[src/rtl/mmac_matrix_loader.sv]
// mmac_matrix_loader: serial-to-parallel feeder for the matrix MAC stage.
// Collects N elements of matrix A followed by N elements of matrix B from a
// valid/ready stream, packs each into a flattened row-major vector with
// element [0][0] in the MSBs, and offers the pair downstream on a second
// valid/ready handshake. Single-buffered: the stream stalls while a pair is
// waiting. Framing is checked against in_last, and delivered pairs are counted.
//
// Build option: define MMAC_LOADER_TRANSPOSE_B_EN to read the B stream in
// column-major order. The packed matrix_b layout stays row-major.

module mmac_matrix_loader #(
    parameter int VAR_WIDTH = 8,
    parameter int M_SIZE    = 4,
    parameter int CNT_WIDTH = 16
) (
    input  logic                                  clock,
    input  logic                                  reset,
    input  logic                                  flush,
    input  logic                                  in_valid,
    output logic                                  in_ready,
    input  logic [VAR_WIDTH-1:0]                  in_data,
    input  logic                                  in_last,
    output logic                                  mat_valid,
    input  logic                                  mat_ready,
    output logic [M_SIZE*M_SIZE*VAR_WIDTH-1:0]    matrix_a,
    output logic [M_SIZE*M_SIZE*VAR_WIDTH-1:0]    matrix_b,
    output logic                                  frame_err,
    output logic [CNT_WIDTH-1:0]                  pair_cnt
);

    // state  | meaning
    // LOAD_A | accepting stream elements into matrix A
    // LOAD_B | accepting stream elements into matrix B
    // FULL   | complete pair presented downstream, stream stalled

    localparam int N     = M_SIZE * M_SIZE;
    localparam int IDX_W = (N > 1) ? $clog2(N) : 1;

    typedef enum logic [1:0] {
        LOAD_A = 2'd0,
        LOAD_B = 2'd1,
        FULL   = 2'd2
    } state_t;

    state_t                    state_q;
    logic [IDX_W-1:0]          idx_q;
    logic [N*VAR_WIDTH-1:0]    matrix_a_q;
    logic [N*VAR_WIDTH-1:0]    matrix_b_q;
    logic                      mat_valid_q;
    logic                      in_ready_q;
    logic                      frame_err_q;
    logic [CNT_WIDTH-1:0]      pair_cnt_q;

    logic [IDX_W-1:0]          b_slot_d;
    logic                      beat_d;
    logic                      idx_last_d;

    // Map the B stream position to its row-major storage slot.
    always_comb begin
        b_slot_d = idx_q;
`ifdef MMAC_LOADER_TRANSPOSE_B_EN
        // Stream position idx = c*M + r lands in slot r*M + c.
        b_slot_d = IDX_W'((int'(idx_q) % M_SIZE) * M_SIZE + (int'(idx_q) / M_SIZE));
`endif
    end

    // Accept qualifier and end-of-matrix detect, both from registered state.
    always_comb begin
        beat_d     = in_valid && in_ready_q;
        idx_last_d = (idx_q == IDX_W'(N - 1));
    end

    // Loader FSM with registered handshake, error and counter outputs.
    always_ff @(posedge clock) begin
        if (!reset) begin
            state_q     <= LOAD_A;
            idx_q       <= '0;
            matrix_a_q  <= '0;
            matrix_b_q  <= '0;
            mat_valid_q <= 1'b0;
            in_ready_q  <= 1'b1;
            frame_err_q <= 1'b0;
            pair_cnt_q  <= '0;
        end else if (flush) begin
            // Abort wins over any beat or downstream handshake this cycle.
            state_q     <= LOAD_A;
            idx_q       <= '0;
            mat_valid_q <= 1'b0;
            in_ready_q  <= 1'b1;
            frame_err_q <= 1'b0;
        end else begin
            frame_err_q <= 1'b0;
            unique case (state_q)
                LOAD_A: begin
                    if (beat_d) begin
                        matrix_a_q[(N-1-int'(idx_q))*VAR_WIDTH +: VAR_WIDTH] <= in_data;
                        if (in_last) begin
                            frame_err_q <= 1'b1;
                            idx_q       <= '0;
                        end else if (idx_last_d) begin
                            state_q <= LOAD_B;
                            idx_q   <= '0;
                        end else begin
                            idx_q <= idx_q + IDX_W'(1);
                        end
                    end
                end
                LOAD_B: begin
                    if (beat_d) begin
                        matrix_b_q[(N-1-int'(b_slot_d))*VAR_WIDTH +: VAR_WIDTH] <= in_data;
                        if (idx_last_d && in_last) begin
                            state_q     <= FULL;
                            idx_q       <= '0;
                            mat_valid_q <= 1'b1;
                            in_ready_q  <= 1'b0;
                        end else if (idx_last_d || in_last) begin
                            // Misplaced or missing in_last: drop the frame,
                            // leave the partially written registers as they are.
                            state_q     <= LOAD_A;
                            idx_q       <= '0;
                            frame_err_q <= 1'b1;
                        end else begin
                            idx_q <= idx_q + IDX_W'(1);
                        end
                    end
                end
                FULL: begin
                    if (mat_ready) begin
                        state_q     <= LOAD_A;
                        idx_q       <= '0;
                        mat_valid_q <= 1'b0;
                        in_ready_q  <= 1'b1;
                        pair_cnt_q  <= pair_cnt_q + CNT_WIDTH'(1);
                    end
                end
                default: begin
                    state_q     <= LOAD_A;
                    idx_q       <= '0;
                    mat_valid_q <= 1'b0;
                    in_ready_q  <= 1'b1;
                end
            endcase
        end
    end

    assign in_ready  = in_ready_q;
    assign mat_valid = mat_valid_q;
    assign matrix_a  = matrix_a_q;
    assign matrix_b  = matrix_b_q;
    assign frame_err = frame_err_q;
    assign pair_cnt  = pair_cnt_q;

endmodule

[config.mk]
export PLATFORM = sky130hd
export DESIGN_NAME = mmac_matrix_loader
export DESIGN_NICKNAME = d
export VERILOG_FILES = /design/src/rtl/mmac_matrix_loader.sv
export SDC_FILE = /design/constraint.sdc
export NUM_CORES = 1
export LEC_CHECK = 0
export CAP_MARGIN = 20
export CORE_MARGIN = 10
export CORE_UTILIZATION = 48
export CTS_CLUSTER_SIZE = 40
export DETAILED_ROUTE_END_ITERATION = 12
export PLACE_DENSITY = 0.82
export SYNTH_ARGS = -nofsm -noshare
export SYNTH_HDL_FRONTEND = slang
export SYNTH_SLANG_ARGS = --single-unit
[constraint.sdc]
create_clock -name clock -period 3.1 [get_ports clock]
set_input_delay 0.31 -clock clock [delete_from_list [all_inputs] [get_ports clock]]
set_output_delay 0.31 -clock clock [all_outputs]
set_load 0.005 [all_outputs]
* Word-level counts from Yosys, hierarchy flattened *
Cells that the tools add are included.

operators by class
  multiplexer cells = 32
  add/sub/neg operators = 4
  reduce and logical (&&, ||, !) cells = 11
  shift-type cells = 2
  equal/unequal tests = 10
  bitwise logic cells = 3

operators with widths
  operator                    number
  $bwmux W128                 2
  $shift A8 B33 Y128 const A  1
  $shiftx A8 B33 Y128         1
  $neg A8 Y33                 1
  $mux W4                     7
  $add A16 B1 Y16 const B     1
  $mux W2                     7
  $ne A2 B2 Y1 const B        6
  $pmux W4 S3                 1
  $reduce_and A3 Y1           4
  $mux W1                     11
  $pmux W1 S3                 2
  $pmux W2 S3                 1
  $reduce_and A6 Y1           1
  $sub A4 B4 Y5 const A       1
  $add A4 B1 Y4 const B       1
  $eq A4 B4 Y1 const B        1
  $reduce_and A4 Y1           1
  $ne A3 B3 Y1 const B        1
  $not A1 Y1                  3
  $eq A2 B1 Y1 const B        1
  $eq A2 B2 Y1 const B        1
  $logic_and A1 B1 Y1         2
  $logic_not A2 Y1            1
  3 further kinds             3

word-level totals
  logic and storage cells = 70
  output and inout port bits = 275
  register bits = 281

* Longest topological paths before layout *
  depth after elaboration = 6
  gate-level depth with buffers = 9
  depth with buffers taken out = 8

* Least setup slack after synthesis *
No wires, ideal clock.

  path kind = flip-flop to flip-flop
  from = reg idx_q[0], in the netlist b_slot_d[0]
  to = reg matrix_b_q[32], in the netlist matrix_b[32]
  library setup time = 73 ps
  cell stages (with the launch flop) = 9
  required time = 3,027 ps
  path slack = 654 ps
  arrival time = 2,373 ps
  cell sequence = dfxtp_1 buf_2 and3_1 ha_1 nor2b_1 or3b_2 buf_6 nor2_2 mux2i_1

on the way
  longest elaborated chain between the ends = 4

ends and longest elaborated chain
  element                                                    RTL line  RTL
  start, declared                                            46        logic [IDX_W-1:0] idx_q;
  start signal, assigned                                     104       idx_q <= idx_q + IDX_W'(1);
  start signal, assigned                                     123       idx_q <= idx_q + IDX_W'(1);
  $sub A4 B4 Y5 (*)                                          110       matrix_b_q[(N-1-int'(b_slot_d))*VAR_WIDTH +: VAR_WIDTH] <= in_data;
  $neg A8 Y33 (*)                                            110
  $shiftx A8 B33 Y128 or $shift A8 B33 Y128 (tied branches)  110
  $bwmux W128 (*)                                            110
  end signal, assigned by index                              110
  end, declared                                              48        logic [N*VAR_WIDTH-1:0] matrix_b_q;

Every way passes the cells marked *; elsewhere a longest branch is shown, timed or not.
A chain may end at the register's enable or synchronous reset.

* Final worst setup path *
  from = reg idx_q[0], in the netlist b_slot_d[0]
  to = reg matrix_b_q[74], in the netlist matrix_b[74]

The elaborated chain is that of the path after synthesis.

==> run summary <==
Number of enable flip-flop cells after synthesis - 0
Post-detailed-route DRC marker count - 0
Peak VDD IR - 0.000349 V
Number of nets in the finished design - 1398
Wire length per cell after detailed routing - 20.4 µm
Share of layout cells above drive strength 1 - 0.0721
Cell area after layout - 0.0150 mm²
Core area - 0.0220 mm²
Clock-pin slew on the worst setup and hold paths - 0.06 ns
Total buffers and inverters traversed by the critical path - 0
Number of nets still failing antenna checks after routing - 0
Endpoints failing setup - 0
Share of synthesized registers carrying an async set or reset - 0
Initial core utilization - 0.492
Initial DRT Pass Iterations - 5
Total Die Area - 0.0290 mm²
Die Span Y - 170 µm
Final count of hold timing violations - 0
# Post-CTS Setup Buffers - 0
Inserted Clock Buffers - 29
Final critical-path required period - 2.81 ns
Highest cell delay on the worst timing path - 0.80 ns
Cell type group with the largest total delay on the critical path - simple AND/OR/NAND/NOR gates
Classification of the worst-slack hold path - in2reg
Number of cell instances on the worst register-to-register path - 5
Hold Worst Slack - 0.323 ns
Post-synth net total - 1124
Number of H-tree levels - 1
Min-delay src - reset
Fin Clk Skew - 0.00847 ns
Source of the worst register-to-register timing path - b_slot_d[0]
Primary FF master, synth - dfxtp_1
Data required time at the worst endpoint - 3.55 ns
Overall via count from detail_route - 8890
Yosys warning count - 0
# rows - 54
Placed wire-length estimate after detailed placement - 24.1 mm
Aggregate negative setup slack - 0 ns
Worst rel slew slack - 0.448
Critical-path cell list - and3_1 > ha_1 > or4_1 > nor2_2 > mux2i_1
Worst hold path cell count - 3
Area of the mapped netlist - 0.0108 mm²
Maximum number of pins on one net before global-route repair - 137
Worst Path Max Fanout - 14
Post-Layout Cell Count - 1683
End of the worst register-to-register path - matrix_b[74]
WL final - 34.3 mm
Hold-fix buffers, CTS - 0
CTS sink count - 281
Upper clock frequency limit - 356 MHz
Top-level I/O count - 289
Port bufs - 288
Data arrival time of the worst path - 3.26 ns
Avg Cell Area, Syn - 9.81 µm²
Number of max-cap violations - 0
Final core utilization - 0.679
Kind of critical path - reg2reg
Number of distinct standard cells referenced by the synthesized netlist - 50
Clock insertion delay at the later pin of the skew report - 0.53 ns
R2R setup slack - 0.29 ns
Final critical-path share of the clock period - 0.906
Overall overflow remaining after global route - 0
Hold path endpoint - matrix_b[24]
Number of gates resized after CTS - 0
Number of global-route vias before repair - 9101
Clock tree from TritonCTS - built
Number of violations reported at the end of detailed-routing iteration 0 - 705
Sequential fraction of the synthesis area - 0.519
Routability Congestion - 0.876
Run status - finished clean
Power per cell area - 501 mW/mm²
First-pass GRT wire length - 52.7 mm
Die W - 170 µm
Type of origin of the critical path - register
Capturing element type of the critical path - register
Number of storage elements in the synthesis netlist - 281
Number of placed instances, taps included - 1628
CTS max path bufs - 3
Master cell of the clock root buffer - clkbuf_16
RSZ-0062 raised after global routing - no
Transition time of the tightest slew-check pin - 0.823 ns
Initial antenna violation count - 2
Post-place instance area - 0.0139 mm²
Via-per-instance ratio - 5.28
Cell type of the slowest stage on the worst timing path - or4_1
Static leakage - 5.51 nW
GRT Resource Usage Total - 0.226
Number of cells produced by synthesis - 1105
Pins Over Slew Limit - 0
Area delta synth->final - 38.1%
[registers in the layout (all words and copies together), names as in the netlist]
signal / cells
b_slot_d: 4
in_ready: 1
frame_err: 1
matrix_b: 128
pair_cnt: 16
mat_valid: 1
state_q: 2
matrix_a: 128
[cells in the mapped netlist, drive strengths merged (3+ instances only)]
master	instances	area, µm²
or2	6	37.5
nand2b	7	43.8
inv	5	18.8
nor2	46	233
and4	3	26.3
nand3b	3	22.5
xor2	7	61.3
nand2	326	1220
nor2b	5	31.3
a21oi	11	55.1
and3	5	32.5
or4	4	30.0
dfxtp	281	5630
mux2i	258	2580
nand3	23	125
clkbuf	42	158
nor3	4	20.0
nand4	7	56.3
or3	4	25.0
buf	17	103
ha	5	62.6
o21ai	9	45.0
and3b	3	26.3
[metal layers]
layer	track usage	up-vias	wire (µm)
met4	0.0767	0	936
met5	0	-	0
met2	0.382	327	16500
li1	-	4263	-
met1	0.272	4243	14000
met3	0.0604	57	2920
[how the worst max path moves through the flow]
stage / start / slack [ns] / to / cells past startpoint
final: b_slot_d[0] / 0.29 / matrix_b[74] / 5
after global routing: b_slot_d[0] / 0.16 / matrix_a[79] / 5
after CTS: b_slot_d[0] / 0.31 / matrix_b[74] / 5
after detailed placement: b_slot_d[0] / 0.35 / matrix_b[30] / 6
after global placement: b_slot_d[0] / 0.44 / matrix_a[73] / 5
after floorplan: b_slot_d[0] / 0.65 / matrix_b[32] / 8
[per-stage QoR]
stage,power (W),setup WS (ns)
6_report,0.00750,0.290
2_1_floorplan,0.00380,0.654
3_5_place_dp,0.00388,0.354
3_3_place_gp,0.00388,0.440
5_1_grt,0.00770,0.159
4_1_cts,0.00753,0.314
[tightest hold or removal path, cell delays in order]
cell and delay (ns):
clkbuf_8 0.28, nand2_1 0.14, mux2i_1 0.05
[cell type report]
class	instances	area (µm²)
sequential	281	5630
multi-input combinational	760	4940
clock inverter	19	235
timing repair buffer	302	3000
tap	280	350
clock buffer	34	785
fill	1653	7060
inverter	5	18.8
antenna	2	5.00
[power breakdown]
group	internal [W]	switching, W
Clock	0.00223	0.00147
Combinational	0.0000474	0.000132
Sequential	0.00362	0.00000531
[kinds of logic (layout without fill, tap and decap cells)]
family / after synthesis / in the layout / share of synthesized area
AND/OR/NAND/NOR: 454 / 454 / 0.185
flip-flops: 281 / 281 / 0.519
multiplexers: 258 / 258 / 0.238
buffers and inverters: 64 / 360 / 0.0257
AO/OA/AOI/OAI: 34 / 34 / 0.0193
XOR/XNOR: 9 / 9 / 0.00727
adder cells (fa/ha/maj): 5 / 5 / 0.00577
other: 0 / 2 / 0
[placed cells by master, fill, tap and decap left out, drive strengths merged, types with 6 or more instances in the layout]
master / n
nand2: 326
clkdlybuf4s50: 287
dfxtp: 281
mux2i: 258
nor2: 46
clkbuf: 35
nand3: 23
buf: 14
a21oi: 11
clkinv: 11
o21ai: 9
nand2b: 7
xor2: 7
nand4: 7
or2: 6
Power figures use the tool's default switching activity.
==> edit 1: new RTL, same settings <==
The parameter `M_SIZE` goes from 4 to 2.
--- a/src/rtl/mmac_matrix_loader.sv
+++ b/src/rtl/mmac_matrix_loader.sv
@@ -10,7 +10,7 @@
 
 module mmac_matrix_loader #(
     parameter int VAR_WIDTH = 8,
-    parameter int M_SIZE    = 4,
+    parameter int M_SIZE    = 2,
     parameter int CNT_WIDTH = 16
 ) (
     input  logic                                  clock,
Interface: changed (resized matrix_a and matrix_b); port bits go from 289 to 97. The function was not compared with the original's and may differ.
==> edit 1 against the original RTL <==
- cell count is 63% lower
- setup slack better by 0.50 ns
- power down 74%
- largest cell class unchanged
- cell area is 68% lower
- combinational power fell by 41%
- clock skew down 0.0039 ns
- core utilization fell by 2.1 points
- critical path depth increased by 1
- wire length down 70%
- highest routed layer unchanged
- non-clock buffer count fell by 198
- maximum frequency increased by 22%
- synthesized cell count shrank 61%
- area after synthesis down 67%
- sequential cell count decreased by 194
==> edit 1: results (changes against the original RTL) <==
.. list-table::
   :header-rows: 1

   * - Metric
     - Value
   * - Switching share of power
     - 24.93% (+3.5 points)
   * - Via count of the first global-routing pass
     - 3,200 (-65%)
   * - Crit path time final
     - 2.310 ns (-0.5000 ns)
   * - Cell at the slowest stage of the critical path
     - dfxtp_1
   * - Number of library cell types mapped by synthesis
     - 43 (-14%)
   * - Actual slew at the worst max-slew pin
     - 0.6665 ns (-0.1562 ns)
   * - Number of stages on the worst hold path
     - 2 (-1)
   * - Nets in the synthesized netlist
     - 454 (-60%)
   * - Outcome
     - finished clean
   * - Fraction of synthesized area in multiplexers
     - 0.2813% (-24 points)
   * - Leakage component of the power
     - 1.558 nW (-72%)
   * - Root buffer cell
     - clkbuf_8
   * - Nets
     - 535 (-62%)
   * - Number of standard cells in the final layout excluding fillers
     - 619 (-63%)
   * - N_diodes
     - 0 (-2)
   * - Global routing met2 resource utilization
     - 27.61% (-11 points)
   * - Sequential-to-total area share from yosys stat
     - 48.95% (-3.0 points)
   * - Wire length of the first global-routing pass
     - 16.66 mm (-68%)
   * - Via count
     - 3,404 (-62%)
   * - Worst Hold Class
     - reg -> reg
   * - Placed cell count
     - 603 (-63%)
   * - Mean Syn Cell Area
     - 8.199 um2 (-16%)
   * - Fill cell instance count of the final layout
     - 636 (-62%)
   * - Clock latency on the worst-skew pair
     - 0.35 ns (-0.18 ns)
   * - Stage delay of the slowest cell on the critical path
     - 0.56 ns (-0.24 ns)
   * - Final clock skew
     - 0.004576 ns (-0.003892 ns)
   * - Max IR drop VDD
     - 318.4 uV (-8.8%)
-- edit 1: final cells by class --
cell class	count	area (um2)	share of cell area (%)
Inverter	6	22.52	0.4739
Clock inverter	6	45.04	0.9479
Clock buffer	10	137.6	2.896
Timing Repair Buffer	104	1021	21.48
Multi-Input combinational cell	307	1660	34.94
Sequential cell	87	1742	36.65
Tap cell	99	123.9	2.607
-- edit 1: kinds of logic after synthesis --
family,count (synthesis)
muxes,1
DFF,87
xor gates and xnor gates,11
and+or+nand+nor,208
AOI/OAI and AO/OA,81
buffers and inverters,40
adders and majority gates,6
-- edit 1: path summary, 6_finish.rpt --
| kind | startpoint | to | slack (ns) |
|---|---|---|---|
| worst max-delay path | b_slot_d[0]$_SDFFE_PP0P_ | matrix_a[5]$_SDFFE_PN0P_ | 0.79 |
| worst max register to register | b_slot_d[0]$_SDFFE_PP0P_ | matrix_a[5]$_SDFFE_PN0P_ | 0.79 |
| worst min-delay path | matrix_b[19]$_SDFFE_PN0P_ | matrix_b[19]$_SDFFE_PN0P_ | 0.46 |
| worst min register to register | matrix_b[19]$_SDFFE_PN0P_ | matrix_b[19]$_SDFFE_PN0P_ | 0.46 |
-- edit 1: per-stage QoR --
step / cell area [um2] / utilization [%] / total power, mW / hold slack (ns) / worst slack, ns
6_report: 4752 / 65.87 / 1.967 / 0.4568 / 0.7899
5_1_grt: 4752 / 65.87 / 2.024 / 0.4735 / 0.6167
4_1_cts: 4752 / 65.87 / 1.974 / 0.4579 / 0.8135
3_5_place_dp: 4569 / 63.34 / 1.258 / 0.4456 / 0.7693
3_3_place_gp: 4569 / 63.34 / 1.256 / 0.4392 / 0.8164
2_1_floorplan: 3558 / - / 1.206 / 0.4483 / 1.002
==> edit 2: new RTL, config.mk and constraints unchanged <==
Made on the original files. Register the output `pair_cnt` once more; this adds one clock of latency there. The other outputs are not delayed to match.
--- a/src/rtl/mmac_matrix_loader.sv
+++ b/src/rtl/mmac_matrix_loader.sv
@@ -148,7 +148,9 @@
     assign matrix_a  = matrix_a_q;
     assign matrix_b  = matrix_b_q;
     assign frame_err = frame_err_q;
-    assign pair_cnt  = pair_cnt_q;
+    always_ff @(posedge clock) begin
+        pair_cnt <= pair_cnt_q;
+    end
 
 endmodule
 
Check against the original RTL: not settled (the Yosys comparison gave no result); the edit may change what the design does.
==> edit 2 against the original RTL <==
- cell count is 4.9% higher
- maximum frequency grew 7.8%
- setup slack better by 0.20 ns
- synthesized cell count increased by 4.8%
- combinational power is 22% higher
- wire length increased by 2.7%
- power increased by 4.8%
- critical endpoint is now matrix_b[36]$_SDFFE_PN0P_
- first-iteration DRC count fell by 14%
- sequential cell count grew 16
- highest routed layer unchanged
- largest cell class unchanged
- cell area up 4.4%
- area after synthesis up 5.5%
- die area grew 4.9%
- clock power grew 3%
==> edit 2: results (changes against the original RTL) <==
.. list-table::
   :header-rows: 1

   * - Metric
     - Value
   * - Outcome
     - finished clean
   * - Cell at the slowest stage of the critical path
     - dfxtp_1
   * - Switching share of power
     - 21.15% (-0.28 points)
   * - Wire length of the first global-routing pass
     - 54.57 mm (+3.6%)
   * - Worst endpoint data arrival time
     - 3.09 ns (-0.17 ns)
   * - Number of library cell types mapped by synthesis
     - 60 (+20%)
   * - End of the worst hold path
     - matrix_a[2]$_SDFFE_PN0P_
   * - Hold_ws
     - 0.3193 ns (-0.003740 ns)
   * - Overall track demand over capacity in global routing
     - 22.12% (-0.45 points)
   * - Clock latency on the worst-skew pair
     - 0.56 ns (+0.03 ns)
   * - Post-synth top cells
     - nand2_1 (335), dfxtp_1 (297), mux2i_1 (233), clkbuf_1 (53), nand3_1 (48)
   * - Number of buffers inserted during clock tree synthesis
     - 30 (+3.4%)
   * - Root buffer cell
     - clkbuf_16
   * - Max IR drop VDD
     - 402.7 uV (+15%)
   * - Final clock skew
     - 0.01828 ns (+0.009810 ns)
   * - Fin worst setup slack
     - 0.4943 ns (+0.2044 ns)
   * - N_diodes
     - 0 (-2)
   * - Sequential-to-total area share from yosys stat
     - 52.00% (+0.092 points)
   * - Relative slew slack
     - 36.78% (-8.0 points)
   * - Nets
     - 1,442 (+3.1%)
   * - Via count of the first global-routing pass
     - 9,339 (+2.6%)
   * - Post-detailed-route wirelength per cell
     - 19.95 um (-2.1%)
   * - Number of violations reported at the end of detailed-routing iteration 0
     - 606 (-14%)
   * - Final HPWL from detailed placement
     - 24.78 mm (+2.7%)
   * - Largest net degree at the start of global routing
     - 114 (-17%)
   * - Cells taking the most area after synthesis
     - dfxtp_1 (52%), mux2i_1 (20%), nand2_1 (11%), nand3_1 (2.1%), clkbuf_1 (1.7%)
   * - Fraction of layout instances using a drive strength above 1
     - 6.565% (-0.64 points)
   * - Critical register-to-register path endpoint
     - matrix_b[36]$_SDFFE_PN0P_
   * - Final Wtd Congestion
     - 0.8330 (-4.9%)
   * - Stage delay of the slowest cell on the critical path
     - 0.61 ns (-0.19 ns)
[edit 2: cell types whose count changed after synthesis, sizes merged, moves of 5 or more]
cell	change
or2	-5
nor4	+5
clkbuf	+11
nor3	+5
nand3	+29
dfxtp	+16
a21boi	+19
and2	+10
mux2i	-25
nand2	+12
nor2	-27
a21oi	-9
[edit 2: power groups by stage]
| stage | logic, mW | registers, mW | clock network, mW |
|---|---|---|---|
| 2_1_floorplan | 0.124 | 3.91 | 0 |
| 3_3_place_gp | 0.214 | 3.91 | 0 |
| 3_5_place_dp | 0.217 | 3.91 | 0 |
| 4_1_cts | 0.218 | 3.83 | 3.87 |
| 5_1_grt | 0.233 | 3.82 | 4.02 |
| 6_report | 0.219 | 3.83 | 3.81 |
[edit 2: logic make-up after synthesis]
| logic type | synth area share, % |
|---|---|
| buffers and inverters | 2.681 |
| AND/OR/NAND/NOR | 19.60 |
| multiplexers | 20.40 |
| XOR/XNOR | 1.061 |
| flip-flops | 52.00 |
| adder cells (fa/ha/maj) | 0.5471 |
| AO/OA/AOI/OAI | 3.721 |
[edit 2: metrics by stage]
step           instances  area, um2
5_1_grt             1766      15620
6_report            1766      15620
2_1_floorplan       1158      11430
3_3_place_gp        1709      14540
4_1_cts             1765      15610
3_5_place_dp        1709      14540
[edit 2: routing by layer]
metal,GRT usage (%),routed length (um),vias to the layer above
met5,0,0,-
met4,7.232,1119,0
met3,6.067,2725,65
met2,36.16,16360,305
met1,27.63,15040,4522
li1,-,-,4466
[edit 2: final cells by class]
class / instances / area [um2]
clock buffers: 46 / 932.1
clock inverters: 10 / 136.4
fillers: 1819 / 7854
inverters: 5 / 18.77
multi-input cells: 787 / 5182
flip-flops and latches: 297 / 5946
well taps: 319 / 399.1
repair buffers: 302 / 3004
